[config.mk]
export PLATFORM = sky130hd
export DESIGN_NAME = testcard_gen_flat
export DESIGN_NICKNAME = d
export VERILOG_FILES = /design/src/rtl/testcard_gen_pkg.sv /design/src/rtl/testcard_gen_if.sv /design/src/rtl/testcard_gen_cell_counter.sv /design/src/rtl/testcard_gen.sv /design/src/flat_wrapper.sv
export SDC_FILE = /design/constraint.sdc
export NUM_CORES = 1
export LEC_CHECK = 0
export ABC_AREA = 1
export CAP_MARGIN = 10
export CORE_MARGIN = 2
export CORE_UTILIZATION = 62
export CTS_CLUSTER_SIZE = 12
export DETAILED_ROUTE_END_ITERATION = 12
export GPL_TIMING_DRIVEN = 0
export PLACE_DENSITY = 0.92
export SYNTH_ARGS = -nofsm -noshare
export SYNTH_HDL_FRONTEND = slang
export SYNTH_HIERARCHICAL = 1
export SYNTH_SLANG_ARGS = --single-unit
[constraint.sdc]
create_clock -name clk -period 4.41 [get_ports clk]
set_input_delay 0.6615 -clock clk [delete_from_list [all_inputs] [get_ports clk]]
set_output_delay 0.6615 -clock clk [all_outputs]
set_load 0.01 [all_outputs]
[src/rtl/testcard_gen_pkg.sv]
// Shared types, colour constants and helpers for the test card generator.
package testcard_pkg;

    typedef enum logic [1:0] {
        TC_BARS   = 2'd0,
        TC_XHATCH = 2'd1,
        TC_CHECK  = 2'd2,
        TC_MOVE   = 2'd3
    } tc_mode_e;

    // RGB111 colour index: bit2 = R, bit1 = G, bit0 = B
    typedef logic [2:0] rgb111_t;

    localparam rgb111_t BLACK   = 3'b000;
    localparam rgb111_t BLUE    = 3'b001;
    localparam rgb111_t GREEN   = 3'b010;
    localparam rgb111_t CYAN    = 3'b011;
    localparam rgb111_t RED     = 3'b100;
    localparam rgb111_t MAGENTA = 3'b101;
    localparam rgb111_t YELLOW  = 3'b110;
    localparam rgb111_t WHITE   = 3'b111;

    // Widest channel expand111 can produce
    localparam int unsigned TC_MAX_CHAN_BITS = 16;

    // Counter width for a modulus; a modulus of 1 still needs one bit
    function automatic int unsigned cnt_width(input int unsigned modulus);
        return (modulus > 1) ? $clog2(modulus) : 1;
    endfunction

    // Replicate each RGB111 bit across chanBits bits, packed {R,G,B} in the low bits
    function automatic logic [3*TC_MAX_CHAN_BITS-1:0] expand111(input rgb111_t idx,
                                                               input int unsigned chanBits);
        logic [3*TC_MAX_CHAN_BITS-1:0] res;
        logic [3*TC_MAX_CHAN_BITS-1:0] mask;
        rgb111_t                       t;
        res  = '0;
        mask = (48'(1) << chanBits) - 48'(1);
        t    = idx;
        for (int unsigned c = 0; c < 3; c++) begin
            res = res << chanBits;
            if (t[2]) begin
                res = res | mask;
            end
            t = t << 1;
        end
        return res;
    endfunction

endpackage

[src/rtl/testcard_gen_if.sv]
// Video timing in / pixel colour out bundle between timing generator and test card.
interface testcard_gen_if #(
    parameter int unsigned CHAN_BITS = 1
);
    logic [9:0]             pixelX;
    logic [9:0]             pixelY;
    logic                   displayEnable;
    logic                   fieldStart;
    logic [1:0]             mode;
    logic [3*CHAN_BITS-1:0] rgb;
    logic [1:0]             modeActive;

    modport master (
        output pixelX, pixelY, displayEnable, fieldStart, mode,
        input  rgb, modeActive
    );

    modport slave (
        input  pixelX, pixelY, displayEnable, fieldStart, mode,
        output rgb, modeActive
    );
endinterface

[src/rtl/testcard_gen_cell_counter.sv]
// Modulo cell counter with a toggling cell bit; replaces divide/compare of pixel coordinates.
module tc_cell_counter
    import testcard_pkg::*;
#(
    parameter  int unsigned MOD = 45,
    localparam int unsigned CW  = cnt_width(MOD)
) (
    input  logic          clk,
    input  logic          nReset,
    input  logic          clear_i,
    input  logic          enable_i,
    output logic [CW-1:0] count_o,
    output logic          wrap_o,
    output logic          cell_o
);

    localparam logic [CW-1:0] LAST = CW'(MOD - 1);

    logic [CW-1:0] cnt_q, cnt_d;
    logic          cell_q, cell_d;

    // Next count/cell; outputs bypass the register on an enabled clock so the
    // value belonging to the current pixel/line is visible in the same cycle.
    always_comb begin
        wrap_o = enable_i && !clear_i && (cnt_q == LAST);
        cnt_d  = cnt_q + 1'b1;
        cell_d = cell_q;
        if (clear_i) begin
            cnt_d  = '0;
            cell_d = 1'b0;
        end else if (cnt_q == LAST) begin
            cnt_d  = '0;
            cell_d = ~cell_q;
        end
        count_o = enable_i ? cnt_d  : cnt_q;
        cell_o  = enable_i ? cell_d : cell_q;
    end

    // Count state advances only on enabled clocks
    always_ff @(posedge clk or negedge nReset) begin
        if (!nReset) begin
            cnt_q  <= '0;
            cell_q <= 1'b0;
        end else if (enable_i) begin
            cnt_q  <= cnt_d;
            cell_q <= cell_d;
        end
    end

endmodule

[src/rtl/testcard_gen.sv]
// Multi-pattern PAL test card: bars, crosshatch, checker, moving bar; 2-clock pixel latency.
module testcard_gen
    import testcard_pkg::*;
#(
    parameter int unsigned CHAN_BITS = 1,
    parameter int unsigned ACTIVE_W  = 720,
    parameter int unsigned ACTIVE_H  = 288,
    parameter int unsigned NUM_BARS  = 8,
    parameter int unsigned GRID_X    = 45,
    parameter int unsigned GRID_Y    = 36,
    parameter int unsigned MOVE_W    = 32,
    parameter int unsigned MOVE_STEP = 4
) (
    input logic           clk,
    input logic           nReset,
    testcard_gen_if.slave vid
);

    localparam int unsigned BAR_W = ACTIVE_W / NUM_BARS;
    localparam int unsigned XW    = cnt_width(GRID_X);
    localparam int unsigned YW    = cnt_width(GRID_Y);
    localparam int unsigned BW    = cnt_width(BAR_W);
    localparam int unsigned IDX_W = (cnt_width(NUM_BARS) > 3) ? cnt_width(NUM_BARS) : 3;
    localparam logic [IDX_W-1:0] LAST_BAR = IDX_W'(NUM_BARS - 1);

    if (ACTIVE_W % NUM_BARS != 0) begin : g_bar_width_check
        $error("ACTIVE_W must be an integer multiple of NUM_BARS");
    end
    if (CHAN_BITS == 0 || CHAN_BITS > TC_MAX_CHAN_BITS) begin : g_chan_bits_check
        $error("CHAN_BITS out of range");
    end

    logic lineStart, fieldLine;
    assign lineStart = vid.displayEnable && (vid.pixelX == '0);
    assign fieldLine = lineStart && (vid.pixelY == '0);

    logic [XW-1:0] xCnt;
    logic [YW-1:0] yCnt;
    logic [BW-1:0] barCnt;
    logic          xCell, yCell, barCell;
    logic          xWrap, yWrap, barWrap;

    tc_cell_counter #(.MOD(GRID_X)) u_xcnt (
        .clk(clk), .nReset(nReset),
        .clear_i(lineStart), .enable_i(vid.displayEnable),
        .count_o(xCnt), .wrap_o(xWrap), .cell_o(xCell)
    );

    tc_cell_counter #(.MOD(GRID_Y)) u_ycnt (
        .clk(clk), .nReset(nReset),
        .clear_i(fieldLine), .enable_i(lineStart),
        .count_o(yCnt), .wrap_o(yWrap), .cell_o(yCell)
    );

    tc_cell_counter #(.MOD(BAR_W)) u_barcnt (
        .clk(clk), .nReset(nReset),
        .clear_i(lineStart), .enable_i(vid.displayEnable),
        .count_o(barCnt), .wrap_o(barWrap), .cell_o(barCell)
    );

    logic [IDX_W-1:0] barIdx_q, barIdx_d;
    tc_mode_e         modeActive_q, modeActive_d;
    logic [9:0]       movePos_q, movePos_d;
    logic [10:0]      moveSum;
    rgb111_t          idx_q, idx_d;
    logic [3*CHAN_BITS-1:0]        rgb_q, rgb_d;
    logic [3*TC_MAX_CHAN_BITS-1:0] rgbFull;

    // Bar index: cleared at line start, steps on each bar wrap, saturates at the last bar.
    // barIdx_d is also the current pixel's bar, as it only differs from barIdx_q on enabled clocks.
    always_comb begin
        barIdx_d = barIdx_q;
        if (lineStart) begin
            barIdx_d = '0;
        end else if (barWrap && (barIdx_q != LAST_BAR)) begin
            barIdx_d = barIdx_q + 1'b1;
        end
    end

    // Mode latch and moving-bar position, both updated only on fieldStart
    always_comb begin
        modeActive_d = modeActive_q;
        movePos_d    = movePos_q;
        moveSum      = {1'b0, movePos_q} + 11'(MOVE_STEP);
        if (vid.fieldStart) begin
            modeActive_d = tc_mode_e'(vid.mode);
            if (modeActive_q == TC_MOVE) begin
                movePos_d = (moveSum >= 11'(ACTIVE_W)) ? '0 : moveSum[9:0];
            end else begin
                movePos_d = '0;
            end
        end
    end

    // Stage 1: pattern colour index for the current pixel
    always_comb begin
        logic        pixValid;
        logic        xEdge, yEdge, inMove;
        logic [10:0] moveEnd;
        pixValid = vid.displayEnable && (vid.pixelX < 10'(ACTIVE_W)) && (vid.pixelY < 10'(ACTIVE_H));
        xEdge    = (vid.pixelX == 10'(ACTIVE_W - 1));
        yEdge    = (vid.pixelY == 10'(ACTIVE_H - 1));
        moveEnd  = {1'b0, movePos_q} + 11'(MOVE_W);
        inMove   = (vid.pixelX >= movePos_q) && ({1'b0, vid.pixelX} < moveEnd);
        idx_d    = BLACK;
        if (pixValid) begin
            case (modeActive_q)
                TC_BARS:   idx_d = barIdx_d[2:0];
                TC_XHATCH: idx_d = ((xCnt == '0) || (yCnt == '0) || xEdge || yEdge) ? WHITE : BLACK;
                TC_CHECK:  idx_d = (xCell ^ yCell) ? WHITE : BLACK;
                TC_MOVE:   idx_d = inMove ? WHITE : BLUE;
                default:   idx_d = BLACK;
            endcase
        end
    end

    // Stage 2: expand RGB111 to the output channel depth
    always_comb begin
        rgbFull = expand111(idx_q, CHAN_BITS);
        rgb_d   = rgbFull[3*CHAN_BITS-1:0];
    end

    // All pipeline and control state, asynchronously cleared to black / bars
    always_ff @(posedge clk or negedge nReset) begin
        if (!nReset) begin
            barIdx_q     <= '0;
            modeActive_q <= TC_BARS;
            movePos_q    <= '0;
            idx_q        <= BLACK;
            rgb_q        <= '0;
        end else begin
            barIdx_q     <= barIdx_d;
            modeActive_q <= modeActive_d;
            movePos_q    <= movePos_d;
            idx_q        <= idx_d;
            rgb_q        <= rgb_d;
        end
    end

    assign vid.rgb        = rgb_q;
    assign vid.modeActive = modeActive_q;

    logic unused_sigs;
    assign unused_sigs = ^{rgbFull, barCnt, barCell, xWrap, yWrap};

endmodule
[src/flat_wrapper.sv]
// flat-port wrapper written by rule: the top's interface ports become plain ports
module testcard_gen_flat import testcard_pkg::*;
#(
    parameter int unsigned CHAN_BITS = 1,
    parameter int unsigned ACTIVE_W  = 720,
    parameter int unsigned ACTIVE_H  = 288,
    parameter int unsigned NUM_BARS  = 8,
    parameter int unsigned GRID_X    = 45,
    parameter int unsigned GRID_Y    = 36,
    parameter int unsigned MOVE_W    = 32,
    parameter int unsigned MOVE_STEP = 4
)
  (clk, nReset, vid_pixelX, vid_pixelY, vid_displayEnable, vid_fieldStart, vid_mode, vid_rgb, vid_modeActive);
  testcard_gen_if #(.CHAN_BITS(CHAN_BITS)) vid_i ();
  input logic clk;
  input logic nReset;
  input wire logic [$bits(vid_i.pixelX)-1:0] vid_pixelX;
  input wire logic [$bits(vid_i.pixelY)-1:0] vid_pixelY;
  input wire logic [$bits(vid_i.displayEnable)-1:0] vid_displayEnable;
  input wire logic [$bits(vid_i.fieldStart)-1:0] vid_fieldStart;
  input wire logic [$bits(vid_i.mode)-1:0] vid_mode;
  output wire logic [$bits(vid_i.rgb)-1:0] vid_rgb;
  output wire logic [$bits(vid_i.modeActive)-1:0] vid_modeActive;
  assign vid_i.pixelX = vid_pixelX;
  assign vid_i.pixelY = vid_pixelY;
  assign vid_i.displayEnable = vid_displayEnable;
  assign vid_i.fieldStart = vid_fieldStart;
  assign vid_i.mode = vid_mode;
  assign vid_rgb = vid_i.rgb;
  assign vid_modeActive = vid_i.modeActive;
  testcard_gen #(.CHAN_BITS(CHAN_BITS), .ACTIVE_W(ACTIVE_W), .ACTIVE_H(ACTIVE_H), .NUM_BARS(NUM_BARS), .GRID_X(GRID_X), .GRID_Y(GRID_Y), .MOVE_W(MOVE_W), .MOVE_STEP(MOVE_STEP)) u_core (.clk(clk), .nReset(nReset), .vid(vid_i));
endmodule
# Word level (Yosys, flattened, before mapping)
# Cells that the tools add are included.
totals:
  reg_bits: 42
  output_inout_bits: 5
classes:
  n_mux: 26
  bitwise: 3
  reduce_logical: 17
  add_sub_neg: 6
  eq_ne: 9
  order_cmp: 5
ops:
  columns: ["cell", "count"]
  rows:
  - ["two-way mux 6 bit", 6]
  - ["zero test 10 bit", 2]
  - ["two-way mux 10 bit", 2]
  - ["two-way mux 3 bit", 6]
  - ["two-way mux 7 bit", 2]
  - ["adder 6 x 1 -> 6 bit, second input constant", 2]
  - ["equality test 6 bit, second input constant", 2]
  - ["zero test 6 bit", 2]
  - ["case mux 3 bit (4 select lines)", 1]
  - ["adder 10 x 3 -> 11 bit, second input constant", 1]
  - ["adder 10 x 6 -> 11 bit, second input constant", 1]
  - ["greater-or-equal comparator 11 x 10 -> 1 bit, second input constant", 1]
  - ["< comparator 10 x 11 -> 1 bit", 1]
  - ["equality test 10 bit, second input constant", 1]
  - ["equality test 10 x 9 -> 1 bit, second input constant", 1]
  - ["greater-or-equal comparator 10 bit", 1]
  - ["< comparator 10 bit, second input constant", 1]
  - ["< comparator 10 x 9 -> 1 bit, second input constant", 1]
  - ["two-way mux 1 bit", 9]
  - ["logical AND 1 bit", 8]
  - ["adder 7 x 1 -> 7 bit, second input constant", 1]
  - ["equality test 7 bit, second input constant", 1]
  - ["equality test 2 bit, second input constant", 2]
  - ["adder 3 x 1 -> 3 bit, second input constant", 1]
  - ["7 further kinds", 10]

# Depth between registers and ports, before layout
logic_depth:
  ltp_word: 12
  depth_mapped: 20
  mapped_depth_nobuf: 20

# By module
# Netlist, hierarchy kept.
by_module_without_submodules:
  columns: ["mod", "seq_area_each_um2", "instances", "cells_each", "area_per_inst_um2"]
  rows:
  - ["testcard_gen", 475.5, 1, 251, 1711.6]
  - ["tc_cell_counter (u_core.u_barcnt)", 200.2, 1, 55, 480.5]
  - ["tc_cell_counter (u_core.u_xcnt)", 175.2, 1, 53, 415.4]
  - ["tc_cell_counter (u_core.u_ycnt)", 175.2, 1, 50, 405.4]

# Least setup slack after synthesis
# Ideal clock, no wire load.
synth_timing:
  path_kind: "input to register"
  startpoint: "input vid_pixelX[9]"
  endpoint: "register u_core.idx_q[1]"
  arrival_time_ps: 2458
  n_path_buf: 0
  required_ps: 4297
  setup_time_ps: 113
  setup_slack_ps: 1839
  cell_stages: 18
  path_cell_list: "nor4_1 -> nand3_1 -> inv_1 -> inv_2 -> nor2_4 -> inv_1 -> nor2_1 -> nand3_1 -> nand2_1 -> nor2_1 -> nand3_1 -> nand2_1 -> inv_1 -> nand3_1 -> a21oi_1 -> nand3_1 -> nand2_1 -> inv_1"
synth_via:
  elab_chain_cells: 12
  word_cells_on_any_way: 35
  cone_classes: "3 x order compare; 1 x eq/ne; 15 x mux; 1 x bitwise; 15 x reduce/logical"
synth_rtl:
  columns: ["element", "line_no", "rtl"]
  rows:
  - ["from (decl)", "flat_wrapper.sv:17", "input wire logic [$bits(vid_i.pixelX)-1:0] vid_pixelX;"]
  - ["zero test 10 bit (*)", "testcard_gen.sv:34", "assign lineStart = vid.displayEnable && (vid.pixelX == '0);"]
  - ["logical AND 1 bit (*)", "testcard_gen.sv:34", null]
  - ["named net u_core.lineStart", "testcard_gen.sv:33", "logic lineStart, fieldLine;"]
  - ["logical AND 1 bit", "testcard_gen.sv:35", "assign fieldLine = lineStart && (vid.pixelY == '0);"]
  - ["two-way mux 6 bit", "testcard_gen_cell_counter.sv:28", "if (clear_i) begin"]
  - ["two-way mux 6 bit (*)", null, null]
  - ["named net u_core.yCnt[5]", "testcard_gen.sv:38", "logic [YW-1:0] yCnt;"]
  - ["zero test 6 bit (*)", "testcard_gen.sv:109", "TC_XHATCH: idx_d = ((xCnt == '0) || (yCnt == '0) || xEdge || yEdge) ? WHITE : BLACK;"]
  - ["logical OR 1 bit (*) (3 in a row)", "testcard_gen.sv:109", null]
  - ["two-way mux 3 bit (*)", "testcard_gen.sv:109", null]
  - ["case mux 3 bit (4 select lines) (*)", "testcard_gen.sv:107", "case (modeActive_q)"]
  - ["two-way mux 3 bit (*)", "testcard_gen.sv:106", "if (pixValid) begin"]
  - ["named net u_core.idx_d[1]", "testcard_gen.sv:65", "rgb111_t idx_q, idx_d;"]
  - ["to (signal assigned)", "testcard_gen.sv:135", "idx_q <= idx_d;"]
  - ["to (decl)", "testcard_gen.sv:65", null]
# The timed path passes the listed nets; every way through them passes the cells marked *.
# A chain may end at the register's enable or synchronous reset.

# Worst setup path after layout
layout_timing:
  startpoint: "input vid_displayEnable"
  endpoint: "register u_core.idx_q[1]"
layout_via:
  elab_chain_cells: 11
  word_cells_on_any_way: 28
  cone_classes: "14 x mux; 1 x bitwise; 13 x reduce/logical"
layout_rtl:
  columns: ["element", "line_no", "rtl"]
  rows:
  - ["from (decl)", "flat_wrapper.sv:19", "input wire logic [$bits(vid_i.displayEnable)-1:0] vid_displayEnable;"]
  - ["logical AND 1 bit (*)", "testcard_gen.sv:34", null]
  - ["named net u_core.lineStart", "testcard_gen.sv:33", null]
  - ["logical AND 1 bit", "testcard_gen.sv:35", null]
  - ["two-way mux 6 bit", "testcard_gen_cell_counter.sv:28", null]
  - ["two-way mux 6 bit (*)", null, null]
  - ["named net u_core.yCnt[5]", "testcard_gen.sv:38", null]
  - ["zero test 6 bit (*)", "testcard_gen.sv:109", null]
  - ["logical OR 1 bit (*) (3 in a row)", "testcard_gen.sv:109", null]
  - ["two-way mux 3 bit (*)", "testcard_gen.sv:109", null]
  - ["case mux 3 bit (4 select lines) (*)", "testcard_gen.sv:107", null]
  - ["two-way mux 3 bit (*)", "testcard_gen.sv:106", null]
  - ["named net u_core.idx_d[1]", "testcard_gen.sv:65", null]
# Marks and branches as above.

==> results.ini <==
[outcome]
status = finished clean

[sta]
finalCritPeriodShare = 0.804
setup_tns_ps = 0
timing.final.crit_period_ps = 3540
timing.slew.headroom = 0.424
fin_skew_ps = 5.31
setup_violations = 0
tightest_slew_ps = 863
hold_viol_final = 0
rsz0062_at_grt = false
max_freq_ghz = 0.282
final-max-slew-violation-count = 0

[clocking]
cts_made_buffers = 5
cts_root_buf = clkbuf_8
holdBufCountCts = 0
cts_htree_levels = 2
cts_setup_buffers = 0
clkSlewWorstSetupHoldPaths_ps = 70
cts_tree = built
clk_latency_ps = 290
clockBufferDepth = 2
clock_sinks = 40
ctsResizeCount = 0

[layout]
drive_above_1_share = 0.102
num_antenna_cells = 0
final_cell_area_um2 = 3410
nNetsFinal = 487
final_common_cell = nand2_1
area_growth_syn_to_layout_pct = 15.4
layout_common_cells = nand2_1 (109), inv_1 (59), dfrtp_1 (40)

[drt]
detail-route-antenna-nets = 0
drt_pass1_iterations = 4
finalWirelength_mm = 6.09
routed-via-count = 2648
route.detailed.drc = 0
wl_per_cell_um = 12.3
drt-initial-drc-count = 177
vias_per_cell = 5.36

[global_routing]
grt_max_degree = 41
antenna_found_initial = 0
grt_usage = 0.254
grt_pass1_vias = 2513
grt_pass1_wl_mm = 10.7
gr-total-overflow = 0

[power]
power_frac_comb = 0.244
netSwitchingPower_mw = 0.310
clock_power_share = 0.263
max-vdd-ir-drop_uv = 174
pwr-share-seq = 0.493
p_leak_nw = 1.66
p_per_area_nw_per_um2 = 279
intPower_mw = 0.642
p_sw_frac = 0.325

[worst_setup_path]
worstPathArrival_ps = 3730
crit_fanout = 8
crit_type = in2reg
regToRegSetupSlack_ps = 2370
cp-start-kind = primary input
critical_path.max_stage_delay_ps = 720
cp.required_ps = 4600
crit_path_cell_trace = clkdlybuf4s50_1, inv_1, nor4_1, nand3_1, inv_1, inv_2, nor2_4, inv_1, nor2_1, nand3_1, nand2_1, nor2_1, nand3_1, nand2_1, inv_1, nand3_1, a21oi_1, nand3_1, nand2_1, inv_1
critPathSlowestCell = clkdlybuf4s50_1
end_kind = register

[floorplanning]
die_h_um = 73.0
start_util = 0.634
num_rows = 25
fp.dieW_um = 73.0
io-pin-count = 31
core_area_um2 = 4660
dieArea_um2 = 5330

[place]
hpwl_mm = 4.65
place_congestion = 0.867
placed_cell_area_um2 = 3320
portBuffers = 30

[yosys]
synth_fp_nets = 450
ys_warn_count = 6
syn-mean-instance-area_um2 = 7.35
netlist_area_um2 = 2960
synthCells = 402

[flow_run]
cap_violations = 0

[hold_path]
hold_class = reg2reg

final cells by class:
cell class / count / area (um^2)
buffer: 1 / 11.3
clock buffer: 6 / 82.6
clock inverter: 2 / 10.0
fill: 335 / 1250
inverter: 67 / 253
multi-input combinational: 294 / 1690
sequential: 40 / 1000
tap: 54 / 67.6
timing repair buffer: 30 / 295
sequential cells by signal (all words and copies together) (netlist names):
name                   count
u_core/movePos_q           8
u_core/u_ycnt/cnt_q        6
u_core/vid.rgb             3
u_core/u_ycnt/cell_q       1
u_core/barIdx_q            3
u_core/u_barcnt/cnt_q      7
u_core/vid.modeActive      2
u_core/u_xcnt/cnt_q        6
u_core/idx_q               3
u_core/u_xcnt/cell_q       1
routing by layer:
layer / vias to the layer above / GRT usage / routed length, um
met3: 9 / 0.0497 / 209
li1: 1347 / - / -
met4: 0 / 0.0720 / 89
met2: 50 / 0.465 / 3160
met1: 1242 / 0.299 / 2630
met5: - / 0 / 0
metrics by stage:
stage	std cells	util	setup WS (ps)	hold slack [ps]	total power, mW
after floorplan	402	-	1840	331	0.624
after global placement	486	0.713	737	336	0.694
after detailed placement	486	0.712	637	335	0.707
after CTS	494	0.732	915	352	0.961
after global routing	494	0.732	495	356	1.01
final	494	0.732	867	353	0.952
worst max-delay path, delay by kind of cell:
| kind | cells | cell delay, ps |
|---|---|---|
| buffers and inverters | 7 | 1530 |
| AO/OA/AOI/OAI | 1 | 220 |
| AND/OR/NAND/NOR | 12 | 1320 |
power groups by stage:
| stage | logic, mW | clock network, mW | registers (mW) |
|---|---|---|---|
| 3_5_place_dp | 0.232 | 0 | 0.474 |
| 6_report | 0.233 | 0.251 | 0.469 |
| 3_3_place_gp | 0.221 | 0 | 0.473 |
| 4_1_cts | 0.234 | 0.259 | 0.468 |
| 5_1_grt | 0.268 | 0.270 | 0.475 |
| 2_1_floorplan | 0.160 | 0 | 0.464 |
path summary, 6_finish.rpt:
path                                                  start                            endpoint  cells after the start
setup reg to reg           u_core/u_ycnt/cnt_q[0]$_DFF_PN0_           u_core/idx_q[1]$_DFF_PN0_                     15
setup / recovery                          vid_displayEnable           u_core/idx_q[1]$_DFF_PN0_                     20
hold / removal                    u_core/idx_q[2]$_DFF_PN0_         u_core/vid.rgb[2]$_DFF_PN0_                      0
max in group asynchronous                            nReset  u_core/u_barcnt/cnt_q[0]$_DFF_PN0_                      1
min in group asynchronous                            nReset    u_core/u_ycnt/cnt_q[5]$_DFF_PN0_                      1
hold reg to reg                   u_core/idx_q[2]$_DFF_PN0_         u_core/vid.rgb[2]$_DFF_PN0_                      0
(Power assumes the default switching activity.)
==> RTL edit 1 (same settings) <==
`GRID_Y` is set to 36 in 2 places; all go to 72.
--- a/src/rtl/testcard_gen.sv
+++ b/src/rtl/testcard_gen.sv
@@ -9,3 +9,3 @@
     parameter int unsigned GRID_X    = 45,
-    parameter int unsigned GRID_Y    = 36,
+    parameter int unsigned GRID_Y    = 72,
     parameter int unsigned MOVE_W    = 32,
--- a/src/flat_wrapper.sv
+++ b/src/flat_wrapper.sv
@@ -8,3 +8,3 @@
     parameter int unsigned GRID_X    = 45,
-    parameter int unsigned GRID_Y    = 36,
+    parameter int unsigned GRID_Y    = 72,
     parameter int unsigned MOVE_W    = 32,
Check against the original RTL: no difference found for any inputs over 10 cycles, from zero or initial values and one cycle with nReset low; that may be too few to reach the edited logic, so the function may still have changed.
==> RTL edit 1 against the unedited design <==
Cell area increased by 1.9%. Cell count increased by 2.2%. Sequential cell count increased by 1. Wire length increased by 3.0%. Total power about the same. Clock power decreased by 4%. Setup slack got worse by 0.066 ns. Global-route usage decreased by 0.22 points. Synthesized area increased by 1.9%. Non-clock buffer count increased by 2. Highest routed layer unchanged.
==> RTL edit 1: results (changes against the unedited design) <==
outcome: "complete, no violations"
place_ws_ns: 0.5384  # -0.09880 ns
dieArea_sq_um: 5429  # +1.8%
initialDrtViolationCount: 134  # -24%
placed_area_sq_um: 3393  # +2.3%
syn-num-nets: 460  # +2.2%
fillers: 376  # +12%
inverters: 65  # -3.0%
fin_cells: 505  # +2.2%
total_power_uw: 953.2  # about the same
p_leak_uw: 0.001708  # +2.6%
syn_area_per_cell_sq_um: 7.307  # -0.61%
pg_clk_uw: 242  # -4%
signal_buffers: 33  # +6.5%
worstHoldPathType: "in -> async"
wl_per_cell_um: 12.41  # +0.73%
first_pass_iters: 5  # +1
post-dp-hpwl_um: 4863  # +4.6%
grt_max_degree: 42  # +2.4%
cp.arrival_ns: 3.81  # +0.08 ns
placed_cells: 497  # +2.3%
layout-drive-gt1-share_pct: 9.978  # -0.25 points
p_sw_share_pct: 33.05  # +0.50 points
peakVddDrop_mv: 0.1796  # +3.1%
grt_pass1_wl_um: 10660  # -0.51%
reg.largest.list: "u_core/movePos_q x8, u_core/u_barcnt/cnt_q x7, u_core/u_ycnt/cnt_q x7"
==> RTL edit 1: final timing paths <==
check                                                      start                         endpoint  slack, ns  depth (start not counted)
worst min register to register         u_core/idx_q[2]$_DFF_PN0_      u_core/vid.rgb[2]$_DFF_PN0_       0.36                          0
min in group clk                       u_core/idx_q[2]$_DFF_PN0_      u_core/vid.rgb[2]$_DFF_PN0_       0.36                          0
max in group asynchronous                                 nReset  u_core/movePos_q[3]$_DFFE_PN0P_       3.89                          2
worst min-delay path                                      nReset      u_core/vid.rgb[1]$_DFF_PN0_       0.32                          2
worst max register to register  u_core/u_ycnt/cnt_q[0]$_DFF_PN0_        u_core/idx_q[1]$_DFF_PN0_       2.20                         15
worst max-delay path                           vid_displayEnable        u_core/idx_q[1]$_DFF_PN0_       0.80                         18
==> RTL edit 1: layer usage <==
metal	track usage, %	share of wire [%]
met3	4.390	4.3
met1	31.24	43
met4	6.263	1.4
met5	0	0
met2	45.14	51
==> RTL edit 2 (config.mk and constraints unchanged) <==
Without the edit above. Make the reset (`nReset`) synchronous in 2 clocked blocks. Comments in the files are not updated.
--- a/src/rtl/testcard_gen_cell_counter.sv
+++ b/src/rtl/testcard_gen_cell_counter.sv
@@ -39,3 +39,3 @@
     // Count state advances only on enabled clocks
-    always_ff @(posedge clk or negedge nReset) begin
+    always_ff @(posedge clk) begin
         if (!nReset) begin
--- a/src/rtl/testcard_gen.sv
+++ b/src/rtl/testcard_gen.sv
@@ -123,3 +123,3 @@
     // All pipeline and control state, asynchronously cleared to black / bars
-    always_ff @(posedge clk or negedge nReset) begin
+    always_ff @(posedge clk) begin
         if (!nReset) begin
Check against the original RTL: differs if nReset is asserted again (counterexample within 4 cycles, from zero or initial values and one cycle with nReset low); with nReset held inactive, the same outputs for 10 cycles.
==> RTL edit 2 against the unedited design <==
Count of clock-buffer cells in the layout down 1. Setup slack got worse by 0.23 ns. Sequential cell count stayed put. Utilization grew 1.2 points. Cell area is 2.3% higher. Wire length is 6.2% higher. Synthesized area rose by 1.7%. Highest routed layer unchanged.
Power is not compared: it rests on default switching activity, and its combinational part moved more than twofold at a synthesized area within 25%.
==> RTL edit 2: results (changes against the unedited design) <==
routed_wl_um: 6465  # +6.2%
root_buffer: "clkbuf_8"
post-dp-hpwl_um: 5030  # +8.2%
fillers: 364  # +8.7%
grt_pass1_wl_um: 11100  # +3.6%
r2r_cells: 11  # -4
cts_buffers: 5  # unchanged
dr_wl_met2_um: 3209  # +1.6%
worstHoldPathType: "reg -> reg"
worstMarginPinSlew_ns: 1.062  # +0.1981 ns
grt_pass1_vias: 2682  # +6.7%
crit_fanout: 11  # +3
placed_area_sq_um: 3374  # +1.7%
ff2ff_setup_slack_ns: 2.33  # -0.04 ns
grt_max_degree: 15  # -63%
track_usage_pct: 25.80  # +0.38 points
vias: 2956  # +12%
r2r_start: "u_core/movePos_q[5]$_SDFFE_PN0P_"
met1_usage_pct: 31.46  # +1.6 points
wl_met1_um: 2878  # +9.4%
wl_per_cell_um: 11.84  # -3.9%
cpPeakStageDelay_ns: 0.82  # +0.10 ns
top_layer: "met4"
min_from: "u_core/idx_q[0]$_SDFF_PN0_"
syn_area_per_cell_sq_um: 6.623  # -9.9%
initialDrtViolationCount: 89  # -50%
peakVddDrop_mv: 0.1369
hold_path_depth: 2  # +2
fin_skew_ns: 0.006829  # +0.001517 ns
whs_ns: 0.4186  # +0.06532 ns
dr_wl_met3_um: 252  # +21%
cp.arrival_ns: 3.97  # +0.24 ns
met2_usage_pct: 45.63  # -0.91 points
place.gp.congestion: 0.8673  # about the same
cp_top_family: "simple AND/OR/NAND/NOR gates"
cpMaxStageDelayCell: "nor3_2"
layout-drive-gt1-share_pct: 12.40  # +2.2 points
r2r_end: "u_core/idx_q[1]$_SDFF_PN0_"
placed_cells: 538  # +11%
outcome: "complete, no violations"
syn-num-nets: 502  # +12%
min_to: "u_core/vid.rgb[0]$_SDFF_PN0_"
use_met3_pct: 3.978  # -0.99 points
crit_end: "u_core/idx_q[1]$_SDFF_PN0_"
==> RTL edit 2: cell type report <==
class | instances | area share, %
clock buffers | 5 | 1.972
clock inverters | 3 | 1.327
multi-input cells | 341 | 55.18
well taps | 54 | 1.936
repair buffers | 30 | 8.605
plain buffers | 3 | 0.4303
flip-flops and latches | 40 | 22.95
inverters | 70 | 7.601
==> RTL edit 2: worst register-to-register path: cells and delay by family, from the launching register on <==
family                     cells  cell delay (ns)
xor gates and xnor gates       1             0.09
buffers and inverters          1             0.04
AOI/OAI and AO/OA              1             0.17
adders and majority gates      2             0.60
and+or+nand+nor                6             0.56
DFF                            1             0.54
==> RTL edit 2: power breakdown <==
part	switching [uW]	leakage, uW	internal, uW
registers	5.62	0.000323	366
logic	52.6	0.00117	45.2
clock network	141	0.0000548	171
==> RTL edit 2: through the flow <==
stage	setup WS (ns)	util, %
after floorplan	1.432	-
after global placement	0.4347	71.92
after detailed placement	0.3557	71.92
after CTS	0.6654	74.37
after global routing	0.4211	74.37
final	0.6385	74.37
